## config.mk

```make
export PLATFORM = sky130hd
export DESIGN_NAME = coin_acceptor
export DESIGN_NICKNAME = d
export VERILOG_FILES = /design/src/rtl/vending_pkg.sv /design/src/rtl/sync_2ff.sv /design/src/rtl/coin_acceptor.sv
export SDC_FILE = /design/constraint.sdc
export NUM_CORES = 1
export LEC_CHECK = 0
export BUFFER_PORTS_ARGS = -buffer_cell sky130_fd_sc_hd__buf_2
export CAP_MARGIN = 20
export CORE_MARGIN = 4
export CORE_UTILIZATION = 52
export DETAILED_ROUTE_END_ITERATION = 7
export PLACE_DENSITY_LB_ADDON = 0.08
export SYNTH_ARGS = -nofsm -noshare
export SYNTH_HDL_FRONTEND = slang
export SYNTH_SLANG_ARGS = --single-unit
```

## constraint.sdc

```tcl
create_clock -name clk -period 1.8 [get_ports clk]
set_clock_uncertainty 0.15 [all_clocks]
set_input_delay 0.27 -clock clk [delete_from_list [all_inputs] [get_ports clk]]
set_output_delay 0.27 -clock clk [all_outputs]
set_load 0.01 [all_outputs]
```

## src/rtl/vending_pkg.sv

```systemverilog
// Shared coin codes and acceptor state type for the vending front end.
package vending_pkg;

   localparam logic [1:0] COIN_NONE   = 2'b00;
   localparam logic [1:0] COIN_NICKEL = 2'b01;
   localparam logic [1:0] COIN_DIME   = 2'b10;

   typedef enum logic [2:0] {
      IDLE,
      QUAL,
      EMIT,
      RELEASE,
      REJECT
   } acc_state_t;

endpackage

```

## src/rtl/sync_2ff.sv

```systemverilog
// Two-flop synchronizer for one asynchronous sensor line.
module sync_2ff (
   input  logic clk,
   input  logic rst,
   input  logic d,
   output logic q
);

   logic meta;

   always_ff @(posedge clk or posedge rst) begin
      if (rst) begin
         meta <= 1'b0;
         q    <= 1'b0;
      end else begin
         meta <= d;
         q    <= meta;
      end
   end

endmodule

```

## src/rtl/coin_acceptor.sv

```systemverilog
// Coin slot front end: synchronizes and debounces the nickel/dime sensors and
// emits one single-cycle coin code per inserted coin, returning invalid coins.
module coin_acceptor
   import vending_pkg::*;
#(
   parameter int unsigned DEBOUNCE_CYCLES = 8,
   parameter int unsigned CNT_W           = 8
) (
   input  logic       clk,
   input  logic       rst,
   input  logic       nickel_sense,
   input  logic       dime_sense,
   input  logic       accept_en,
   output logic [1:0] coin,
   output logic       coin_return,
   output logic       busy
);

   localparam logic [CNT_W-1:0] CNT_FULL = CNT_W'(DEBOUNCE_CYCLES);
   localparam logic [CNT_W-1:0] CNT_LAST = CNT_W'(DEBOUNCE_CYCLES - 1);
   localparam logic [CNT_W-1:0] CNT_ONE  = CNT_W'(1);

   acc_state_t       state;
   logic [CNT_W-1:0] cnt;
   logic             lat_dime;
   logic             n_s, d_s;
   logic             lat_hi, other_hi;

   sync_2ff u_sync_nickel (.clk(clk), .rst(rst), .d(nickel_sense), .q(n_s));
   sync_2ff u_sync_dime   (.clk(clk), .rst(rst), .d(dime_sense),   .q(d_s));

   always_comb begin
      lat_hi   = lat_dime ? d_s : n_s;
      other_hi = lat_dime ? n_s : d_s;
   end

   // Outputs are assigned alongside the state they belong to, so they track the next state.
   always_ff @(posedge clk or posedge rst) begin
      if (rst) begin
         state       <= IDLE;
         cnt         <= '0;
         lat_dime    <= 1'b0;
         coin        <= COIN_NONE;
         coin_return <= 1'b0;
         busy        <= 1'b0;
      end else begin
         coin <= COIN_NONE;
         case (state)
            IDLE: begin
               if (n_s || d_s) begin
                  busy <= 1'b1;
                  if (accept_en && (n_s != d_s)) begin
                     state    <= QUAL;
                     lat_dime <= d_s;
                     cnt      <= CNT_ONE;
                  end else begin
                     state       <= REJECT;
                     coin_return <= 1'b1;
                     cnt         <= '0;
                  end
               end
            end
            QUAL: begin
               if (other_hi || !accept_en) begin
                  state       <= REJECT;
                  coin_return <= 1'b1;
                  cnt         <= '0;
               end else if (!lat_hi) begin
                  state <= IDLE;
                  busy  <= 1'b0;
                  cnt   <= '0;
               end else if (cnt == CNT_LAST) begin
                  state <= EMIT;
                  coin  <= lat_dime ? COIN_DIME : COIN_NICKEL;
                  cnt   <= '0;
               end else begin
                  cnt <= cnt + CNT_ONE;
               end
            end
            EMIT: begin
               state <= RELEASE;
               cnt   <= '0;
            end
            RELEASE, REJECT: begin
               // Exit happens the cycle after the count fills, giving the full pulse spacing.
               if (cnt == CNT_FULL) begin
                  state       <= IDLE;
                  coin_return <= 1'b0;
                  busy        <= 1'b0;
                  cnt         <= '0;
               end else if (!n_s && !d_s) begin
                  cnt <= cnt + CNT_ONE;
               end else begin
                  cnt <= '0;
               end
            end
            default: begin
               state       <= IDLE;
               coin_return <= 1'b0;
               busy        <= 1'b0;
               cnt         <= '0;
            end
         endcase
      end
   end

endmodule

```

==> results of run 1 <==
[sequential cells by signal, summed over array words and instances, names as in the netlist]
register	cells
lat_dime	1
u_sync_nickel.meta	1
busy	1
u_sync_nickel.q	1
coin_return	1
u_sync_dime.q	1
state	3
u_sync_dime.meta	1
cnt	8
coin	2
[synthesized netlist by cell type (all sizes together) (2+ instances only)]
| master | number |
|---|---|
| xnor2 | 2 |
| ha | 3 |
| a22oi | 2 |
| a21o | 2 |
| nor2 | 9 |
| nor4 | 2 |
| o21ai | 9 |
| a31oi | 2 |
| inv | 10 |
| and3b | 2 |
| a21oi | 8 |
| nand3 | 7 |
| clkbuf | 3 |
| nor3 | 5 |
| o211ai | 2 |
| nand2 | 10 |
| mux2 | 2 |
| mux2i | 3 |
| nand2b | 2 |
| dfrtp | 20 |
| nand3b | 2 |
| buf | 2 |
[kinds of logic (layout without fill, tap and decap cells)]
logic type | after synthesis | count (layout) | share of synthesized area
XOR/XNOR | 2 | 2 | 0.0152
AND/OR/NAND/NOR | 48 | 48 | 0.236
adder cells (fa/ha/maj) | 3 | 3 | 0.0326
multiplexers | 5 | 5 | 0.0457
AO/OA/AOI/OAI | 31 | 31 | 0.183
flip-flops | 20 | 20 | 0.435
buffers and inverters | 15 | 62 | 0.0522
[what timing repair did]
action,4_1_cts,5_1_grt
hold buffers,3,0
gates resized for setup,22,14
setup buffers,2,3
setup endpoints to repair,12,15
pin swaps,10,12
endpoints found under the hold margin,22,0
[cell type report]
class	count	share of cell area
Clock inverter	1	0.0177
Timing Repair Buffer	48	0.211
Multi-Input combinational cell	89	0.421
Clock buffer	3	0.0133
Tap cell	27	0.0199
Sequential cell	20	0.295
Inverter	10	0.0221
[routing by layer]
metal  wire, um  vias to the layer above  GRT usage
met4         83                        0      0.101
met1       1450                      562      0.309
met2       1720                       37      0.445
met5          0                        -          0
li1           -                      537          -
met3        168                       11     0.0483
[through the flow]
step / std cells / setup TNS (ns) / instance area (um2) / hold slack [ns] / utilization
floorplan: 124 / -0.254 / 1150 / 0.0838 / -
global placement: 188 / -0.970 / 1460 / 0.152 / 0.720
detailed placement: 188 / -1.42 / 1460 / 0.159 / 0.720
CTS: 196 / -0.798 / 1640 / 0.177 / 0.809
global route: 198 / -2.29 / 1700 / 0.215 / 0.840
finish: 198 / -1.26 / 1700 / 0.209 / 0.840
[power breakdown]
group          total (mW)  switching, mW  internal [mW]
Clock               0.361          0.136          0.225
Combinational       0.642          0.325          0.317
Sequential          0.577         0.0604          0.517
[worst max-delay path by stage]
stage / start / to / slack [ns] / cells past startpoint
after global routing: cnt[5]$_DFFE_PP0P_ / state[0]$_DFFE_PP0P_ / -0.35 / 5
after global placement: cnt[7]$_DFFE_PP0P_ / state[0]$_DFFE_PP0P_ / -0.16 / 5
after detailed placement: cnt[7]$_DFFE_PP0P_ / state[0]$_DFFE_PP0P_ / -0.21 / 5
final: cnt[7]$_DFFE_PP0P_ / state[0]$_DFFE_PP0P_ / -0.30 / 5
after floorplan: cnt[7]$_DFFE_PP0P_ / state[0]$_DFFE_PP0P_ / -0.16 / 5
after CTS: cnt[7]$_DFFE_PP0P_ / state[0]$_DFFE_PP0P_ / -0.23 / 5
[worst max-delay path: cells and delay by family, from the launching register on]
family,cells,cell delay (ns)
simple gates,1,0.57
compound gates,3,0.54
flops,1,0.40
mux,1,0.33
==> summary.txt, run 1 <==
Final GP Congestion: 0.886
CP startpoint kind: flip-flop
Syn Inst Count: 124
die outline height: 55.0 um
area of the multi-input gates: 716 um2
total power: 1.58 mW
Clock Tree Buf Depth: 2
crit-path max FO: 3
Root Driver: clkbuf_4
worst flop-to-flop path startpoint: cnt[7]$_DFFE_PP0P_
post-place setup slack: -0.207 ns
R2R cell count: 5
drt pass-1 iters: 4
vias in the first global route: 1,158
fraction of registers with async set/reset: 1.00
crit-path cells: or4_4 > o211ai_1 > o21ai_1 > a21oi_2 > mux2_1
Period Utilization, post-route: 1.16
ranking of synthesized cells by area: dfrtp_1 (44%), o21ai_0 (3.5%), ha_1 (3.3%), inv_1 (3.3%), nand2_1 (3.3%)
synth unique cells: 43
later-pin clock latency in the skew report: 0.29 ns
Seq cells post-synth: 20
max incr delay on CP: 0.57 ns
Detail Placement HPWL: 2070 um
TritonCTS sink count: 20
slew margin rel.: 0.782
cts bufs inserted: 3
worst hold path type: reg2reg
fillers: 116
Crit. End Element: flip-flop
DRT iter0 DRCs: 51
synth warn: 0
Area Growth Syn to Fin: 47.8%
I/O Buffers: 8
FF-to-FF End: state[0]$_DFFE_PP0P_
first-pass GRT wire length: 5340 um
GRT Util Overall: 0.256
post-layout min period: 2.10 ns
Max Freq: 0.477 GHz
RSZ-0062 raised after global routing: yes
register area: 500 um2
Hold Path End: u_sync_nickel.q$_DFF_PP0_
Mapped Nets: 132
post-route ant nets: 0
failing checks: negative setup slack
max-cap check violation count: 0
H-tree levels: 1
slowest cell on the critical path: or4_4
CP arrival: 2.14 ns
Vias/cell: 5.79
routed len/inst: 17.3 um
post-synth top area share: 0.435
CTS tree: done
Antenna diodes: 0
run status: finished, violations left
initial antenna violation count: 0
Post-Syn Area: 0.00115 mm2
# setup viols final: 11
Crit Path Class: reg2reg
row cnt: 16
pwr dens: 930 mW/mm2
syn avg cell area: 9.27 um2
die area: 0.00303 mm2
commonest non-fill, non-tap cell in the layout: buf_4
final wirelength: 3420 um
EDFF count, synth: 0
largest net degree at the start of global routing: 21
Initial Util: 0.569
Yosys top cell by area: dfrtp_1
residual DRC count: 0
routed vias: 1,147
Pleak: 0.795 nW
worst slew pin tran: 0.325 ns
min-delay src: u_sync_nickel.meta$_DFF_PP0_
core area: 0.00202 mm2
IO Pins: 9
sequential share of the synthesized area: 0.435
main flop type after synthesis: dfrtp_1
data required time at the worst endpoint: 1.84 ns
hold path depth: 0
R2R Setup Slk: -0.30 ns
clock slew at reported path FFs: 0.11 ns
Final WS setup: -0.297 ns
die span in x: 55.0 um
Overflow after GRT: 0
commonest cells after routing, fill and taps aside: buf_4 (34), dfrtp_1 (20), nand2_1 (10)
peak supply drop: 0.000903 V
Slew Limit Fails: 0
Final nets: 180
layout cells sized above 1: 0.456
Fin. Hold Viols: 0
Power figures use the tool's default switching activity.
==> run 2: changes to the inputs <==
CELL_PAD_IN_SITES_DETAIL_PLACEMENT = 1   (was not set)
CELL_PAD_IN_SITES_GLOBAL_PLACEMENT = 1   (was not set)
CORE_UTILIZATION = 40   (was 52)
SETUP_SLACK_MARGIN = 0.5   (was not set)
==> summary.txt, run 2 (synthesis results as in run 1) <==
Largest regs: cnt: 8 flops, state: 3 flops, coin: 2 flops
CTS tree: done
Pint: 1.01 mW (-4.6%)
Slew Limit Fails: 0 (unchanged)
die span in x: 61.6 um (+12%)
Detail Placement HPWL: 2450 um (+19%)
placed instance count: 183 (-2.7%)
DRT iter0 DRCs: 75 (+47%)
final cell count without fillers: 201 (+1.5%)
Area Growth Syn to Fin: 53.0%
post-route ant nets: 0 (unchanged)
crit-path max FO: 3 (unchanged)
drt pass-1 iters: 4 (unchanged)
hold path depth: 3 (+3)
RSZ-0062 raised after global routing: yes
failing checks: negative setup slack
R2R cell count: 5 (unchanged)
Overflow after GRT: 0 (unchanged)
CP arrival: 2.15 ns (about the same)
IO Pins: 9 (unchanged)
switching power: 0.584 mW (+12%)
die area: 0.00380 mm2 (+25%)
slew margin rel.: 0.711 (-0.0710)
FF-to-FF End: state[0]$_DFFE_PP0P_
Vias/cell: 5.75 (-0.81%)
setup_tns: -1.64 ns (-0.377 ns)
vias in the first global route: 1,272 (+9.8%)
R2R Setup Slk: -0.28 ns (about the same)
pwr dens: 906 mW/mm2 (-2.6%)
Final GP Congestion: 0.780 (-12%)
Clock Tree Buf Depth: 2 (unchanged)
Pleak: 0.799 nW (+0.48%)
fillers: 307 (+160%)
initial antenna violation count: 0 (unchanged)
Top reg by flops: cnt
H-tree levels: 1 (unchanged)
Crit. End Element: flip-flop
clock slew at reported path FFs: 0.13 ns (+0.02 ns)
total power: 1.59 mW (+0.89%)
row cnt: 19 (+3)
Fin. Hold Viols: 0 (unchanged)
# setup viols final: 15 (+4)
max FFs per register: 8 (unchanged)
routed vias: 1,155 (+0.70%)
GRT Util Overall: 0.241 (-0.0144)
Period Utilization, post-route: 1.16 (-0.00772)
routed len/inst: 19.2 um (+11%)
Antenna diodes: 0 (unchanged)
commonest cells after routing, fill and taps aside: buf_4 (27), dfrtp_1 (20), nand2_1 (8), buf_2 (8), buf_6 (8)
later-pin clock latency in the skew report: 0.32 ns (+0.03 ns)
TritonCTS sink count: 20 (unchanged)
first-pass GRT wire length: 6400 um (+20%)
run status: finished, violations left
Seq pwr share: 0.376 (+0.011)
die outline height: 61.6 um (+12%)
peak supply drop: 0.000882 V (-2.3%)
residual DRC count: 0 (unchanged)
CP startpoint kind: flip-flop
core area: 0.00276 mm2 (+36%)
layout cells sized above 1: 0.488 (+0.0321)
worst flop-to-flop path startpoint: cnt[7]$_DFFE_PP0P_
I/O Buffers: 8 (unchanged)
final wirelength: 3870 um (+13%)
Gate power share: 0.447 (+0.041)
Final WS setup: -0.283 ns (+0.0139 ns)
worst slew pin tran: 0.433 ns (+0.108 ns)
Max Freq: 0.480 GHz (+0.67%)
Hold Path End: cnt[0]$_DFFE_PP0P_
Root Driver: clkbuf_4
commonest non-fill, non-tap cell in the layout: buf_4
post-layout min period: 2.08 ns (-0.0139 ns)
Hold WS: 0.134 ns (-0.0752 ns)
largest net degree at the start of global routing: 21 (unchanged)
worst hold path type: in2reg
data required time at the worst endpoint: 1.86 ns (+0.02 ns)
Sw Share: 0.366 (+0.0363)
max-cap check violation count: 0 (unchanged)
Crit Path Class: reg2reg
Initial Util: 0.417 (-0.152)
min-delay src: accept_en
clock network power share: 0.177 (-0.051)
Final nets: 179 (-0.56%)
cts bufs inserted: 3 (unchanged)
## run 2: changes by cell type in the layout (fill, tap and decap cells not counted), sizes merged
cell    change
clkbuf      +1
buf         -1
bufinv      -1
## run 2: area by class of cell
type	instances	area, um2	area share
sequential	20	500	0.284
tap	31	38.8	0.0220
multi-input combinational	89	756	0.430
timing repair buffer	47	383	0.218
inverter	10	45.0	0.0256
clock buffer	4	36.3	0.0206
## run 2: timing repair
item	4_1_cts	5_1_grt
pin swaps	7	10
setup buffers	6	5
resized for setup	25	23
setup endpoints to repair	16	18
hold buffers	3	0
hold endpoints to repair	22	0
cloned	0	0
## run 2: power groups by stage
stage          combinational [mW]  sequential (mW)  clock (mW)
2_1_floorplan               0.311            0.584           0
3_5_place_dp                0.494            0.591           0
5_1_grt                     0.771            0.607       0.305
6_report                    0.713            0.599       0.282
3_3_place_gp                0.473            0.585           0
4_1_cts                     0.575            0.584       0.286
## run 2: worst max-delay path by stage
stage	slack [ns]	startpoint	to
6_report	-0.28	cnt[7]$_DFFE_PP0P_	state[0]$_DFFE_PP0P_
5_1_grt	-0.37	cnt[7]$_DFFE_PP0P_	state[0]$_DFFE_PP0P_
4_1_cts	-0.24	cnt[7]$_DFFE_PP0P_	state[0]$_DFFE_PP0P_
3_5_place_dp	-0.22	cnt[7]$_DFFE_PP0P_	state[0]$_DFFE_PP0P_
3_3_place_gp	-0.18	cnt[7]$_DFFE_PP0P_	state[0]$_DFFE_PP0P_
2_1_floorplan	-0.15	cnt[7]$_DFFE_PP0P_	state[0]$_DFFE_PP0P_
## run 2: through the flow
| stage | util | cell area [um2] | setup WS, ns |
|---|---|---|---|
| floorplan | - | 1190 | -0.153 |
| global placement | 0.513 | 1420 | -0.175 |
| detailed placement | 0.513 | 1420 | -0.219 |
| CTS | 0.591 | 1630 | -0.240 |
| global route | 0.638 | 1760 | -0.366 |
| finish | 0.638 | 1760 | -0.283 |
## run 2: worst max-delay path, stage by stage, from the launching register on
cell and delay [ns]:
dfrtp_1 0.40, or4_4 0.57, o211ai_1 0.25, o21ai_1 0.12, a21oi_2 0.16, mux2_1 0.33
## run 2: metal layers
layer  up-vias  global-route usage  routed length (um)  part of all wire
met1       577               0.326                1710              0.44
li1        538                   -                   -                 -
met3        13              0.0335                 128             0.033
met5         -                   0                   0                 0
met4         0               0.127                 144             0.037
met2        27               0.374                1880              0.49
==> run 3: changes to the inputs <==
ABC_AREA = 1   (was not set)
CORE_UTILIZATION = 39   (was 40)
==> summary.txt, run 3 <==
TritonCTS sink count: 20 (unchanged)
vias in the first global route: 1,101 (-13%)
later-pin clock latency in the skew report: 0.31 ns (about the same)
R2R Setup Slk: 0.20 ns (+0.48 ns)
commonest cells in the netlist: nand2_1 (38), dfrtp_1 (20), inv_1 (16)
synth warn: 0 (unchanged)
syn avg cell area: 7.99 um2 (-14%)
CTS tree: done
Initial Util: 0.406 (-0.0113)
initial antenna violation count: 0 (unchanged)
commonest cells after routing, fill and taps aside: nand2_1 (29), buf_4 (20), dfrtp_1 (16)
slew margin rel.: 0.818 (+0.107)
Post-Syn Area: 0.00112 mm2 (-2.7%)
worst flop-to-flop path startpoint: cnt[1]$_DFFE_PP0P_
fillers: 334 (+8.8%)
clock slew at reported path FFs: 0.12 ns (about the same)
Largest regs: cnt: 8 flops, state: 3 flops, coin: 2 flops
Syn Inst Count: 140 (+13%)
worst hold path type: reg2reg
Final GP Congestion: 0.780 (about the same)
max FFs per register: 8 (unchanged)
H-tree levels: 1 (unchanged)
main flop type after synthesis: dfrtp_1
first-pass GRT wire length: 4980 um (-22%)
routed vias: 1,047 (-9.4%)
Top reg by flops: cnt
met2 usage: 0.329 (-0.0448)
Hold WS: 0.219 ns (+0.0853 ns)
ranking of synthesized cells by area: dfrtp_1 (45%), nand2_1 (13%), inv_1 (5.4%), nand3_2 (3.6%), ha_1 (3.4%)
R2R cell count: 9 (+4)
residual DRC count: 0 (unchanged)
Fin. Hold Viols: 0 (unchanged)
RSZ-0062 raised after global routing: yes
# setup viols final: 0 (-15)
layout cells sized above 1: 0.489 (about the same)
Seq cells post-synth: 20 (unchanged)
Antenna diodes: 0 (unchanged)
CP startpoint kind: flip-flop
crit-path max FO: 4 (+1)
Period Utilization, post-route: 0.888 (-0.269)
run status: completed
cts bufs inserted: 3 (unchanged)
Yosys top cell by area: dfrtp_1
most used cell, CP: nand2_2
Area Growth Syn to Fin: 41.8%
Overflow after GRT: 0 (unchanged)
slowest cell on the critical path: dfrtp_1
FF-to-FF End: coin_return$_DFFE_PP0P_
row cnt: 19 (unchanged)
GR Util met1: 0.209 (-0.116)
DRT iter0 DRCs: 47 (-37%)
drt pass-1 iters: 4 (unchanged)
worst slew pin tran: 0.273 ns (-0.161 ns)
I/O Buffers: 8 (unchanged)
Vias/cell: 5.06 (-12%)
EDFF count, synth: 0 (unchanged)
peak supply drop: 0.00106 V (+20%)
Max Freq: 0.626 GHz (+30%)
max incr delay on CP: 0.43 ns (-0.14 ns)
GRT Util Overall: 0.184 (-0.0575)
post-route ant nets: 0 (unchanged)
Final nets: 185 (+3.4%)
die span in x: 61.6 um (about the same)
fraction of registers with async set/reset: 1.00 (unchanged)
sequential share of the synthesized area: 0.447 (+0.0122)
die area: 0.00379 mm2 (-0.19%)
commonest non-fill, non-tap cell in the layout: nand2_1
Hold Path End: u_sync_dime.q$_DFF_PP0_
crit-path cells: inv_2 > ha_4 > nand2_2 > nor2_2 > nand2_2 > nand2_4 > nand3_4 > o21ai_1 > nand2_2
synth unique cells: 24 (-44%)
Slew Limit Fails: 0 (unchanged)
grt peak-use layer: met2
routed len/inst: 16.0 um (-17%)
core area: 0.00276 mm2 (unchanged)
post-layout min period: 1.60 ns (-0.485 ns)
Crit. End Element: flip-flop
final wirelength: 3320 um (-14%)
pwr dens: 1270 mW/mm2 (+41%)
setup_tns: 0 ns (+1.64 ns)
grt met3 use: 0.0545 (+0.0210)
post-synth top area share: 0.447 (+0.0122)
max-cap check violation count: 0 (unchanged)
Root Driver: clkbuf_4
data required time at the worst endpoint: 1.86 ns (about the same)
Pleak: 0.782 nW (-2.1%)
CP arrival: 1.66 ns (-0.49 ns)
count leader, synth: nand2_1
die outline height: 61.6 um (about the same)
IO Pins: 9 (unchanged)
Mapped Nets: 148 (+12%)
largest net degree at the start of global routing: 21 (unchanged)
Crit Path Class: reg2reg
min-delay src: u_sync_dime.meta$_DFF_PP0_
Detail Placement HPWL: 2080 um (-15%)
Clock Tree Buf Depth: 2 (unchanged)
hold path depth: 0 (-3)
==> run 3: cells by family (layout without fill, tap and decap cells) <==
kind of cell	Yosys count	count (layout)	share of synthesized area
AOI/OAI and AO/OA	17	17	0.0839
xor gates and xnor gates	2	2	0.0157
adders and majority gates	3	3	0.0336
buffers and inverters	22	58	0.0761
DFF	20	20	0.447
and+or+nand+nor	76	76	0.343
==> run 3: routing by layer <==
layer  share of wire  up-vias  wire length [um]
li1                -      515                 -
met1            0.42      516              1410
met2            0.54       12              1790
met3           0.025        4                83
met4           0.011        0                37
met5               0        -                 0
==> run 3: area by class of cell <==
cell class	count	area, um2	area share
multi-input cells	98	673	0.424
clock inverters	1	30.0	0.0189
clock buffers	3	22.5	0.0142
well taps	31	38.8	0.0244
inverters	22	85.1	0.0536
flip-flops and latches	20	505	0.319
repair buffers	32	231	0.146
==> run 3: timing repair <==
item / in CTS / in global routing
setup endpoints to repair: 16 / 17
setup buffers: 16 / 4
pin swaps: 6 / 11
cloned: 0 / 0
gates resized for setup: 14 / 26
endpoints found under the hold margin: 22 / 0
hold buffers: 3 / 0
==> run 3: power breakdown <==
group	switching [mW]	internal, mW	leakage (nW)
clock network	0.148	0.225	0.0279
logic	0.591	0.422	0.499
registers	0.102	0.535	0.255
total	0.840	1.18	0.782
==> run 3: worst max-delay path by stage <==
stage,startpoint,to,depth (start not counted)
3_5_place_dp,u_sync_dime.q$_DFF_PP0_,state[2]$_DFFE_PP0P_,9
6_report,cnt[1]$_DFFE_PP0P_,coin_return$_DFFE_PP0P_,9
5_1_grt,cnt[1]$_DFFE_PP0P_,state[0]$_DFFE_PP0P_,10
2_1_floorplan,cnt[0]$_DFFE_PP0P_,state[0]$_DFFE_PP0P_,10
3_3_place_gp,u_sync_dime.q$_DFF_PP0_,state[2]$_DFFE_PP0P_,9
4_1_cts,cnt[0]$_DFFE_PP0P_,state[0]$_DFFE_PP0P_,10
==> run 3: worst max-delay path: cells and delay by family, from the launching register on <==
kind,cells,cell delay (ns)
AND/OR/NAND/NOR,6,0.52
flip-flops,1,0.43
AO/OA/AOI/OAI,1,0.18
adder cells (fa/ha/maj),1,0.13
buffers and inverters,1,0.10
==> run 3: per-stage QoR <==
stage | cell area [um2] | std cells | power [mW] | utilization | worst slack [ns]
after detailed placement | 1220 | 180 | 1.30 | 0.443 | 0.128
after global placement | 1220 | 180 | 1.27 | 0.443 | 0.135
final | 1590 | 207 | 2.02 | 0.575 | 0.202
after global routing | 1590 | 207 | 2.17 | 0.575 | 0.101
after floorplan | 1130 | 140 | 1.12 | - | 0.362
after CTS | 1460 | 203 | 1.84 | 0.530 | 0.221
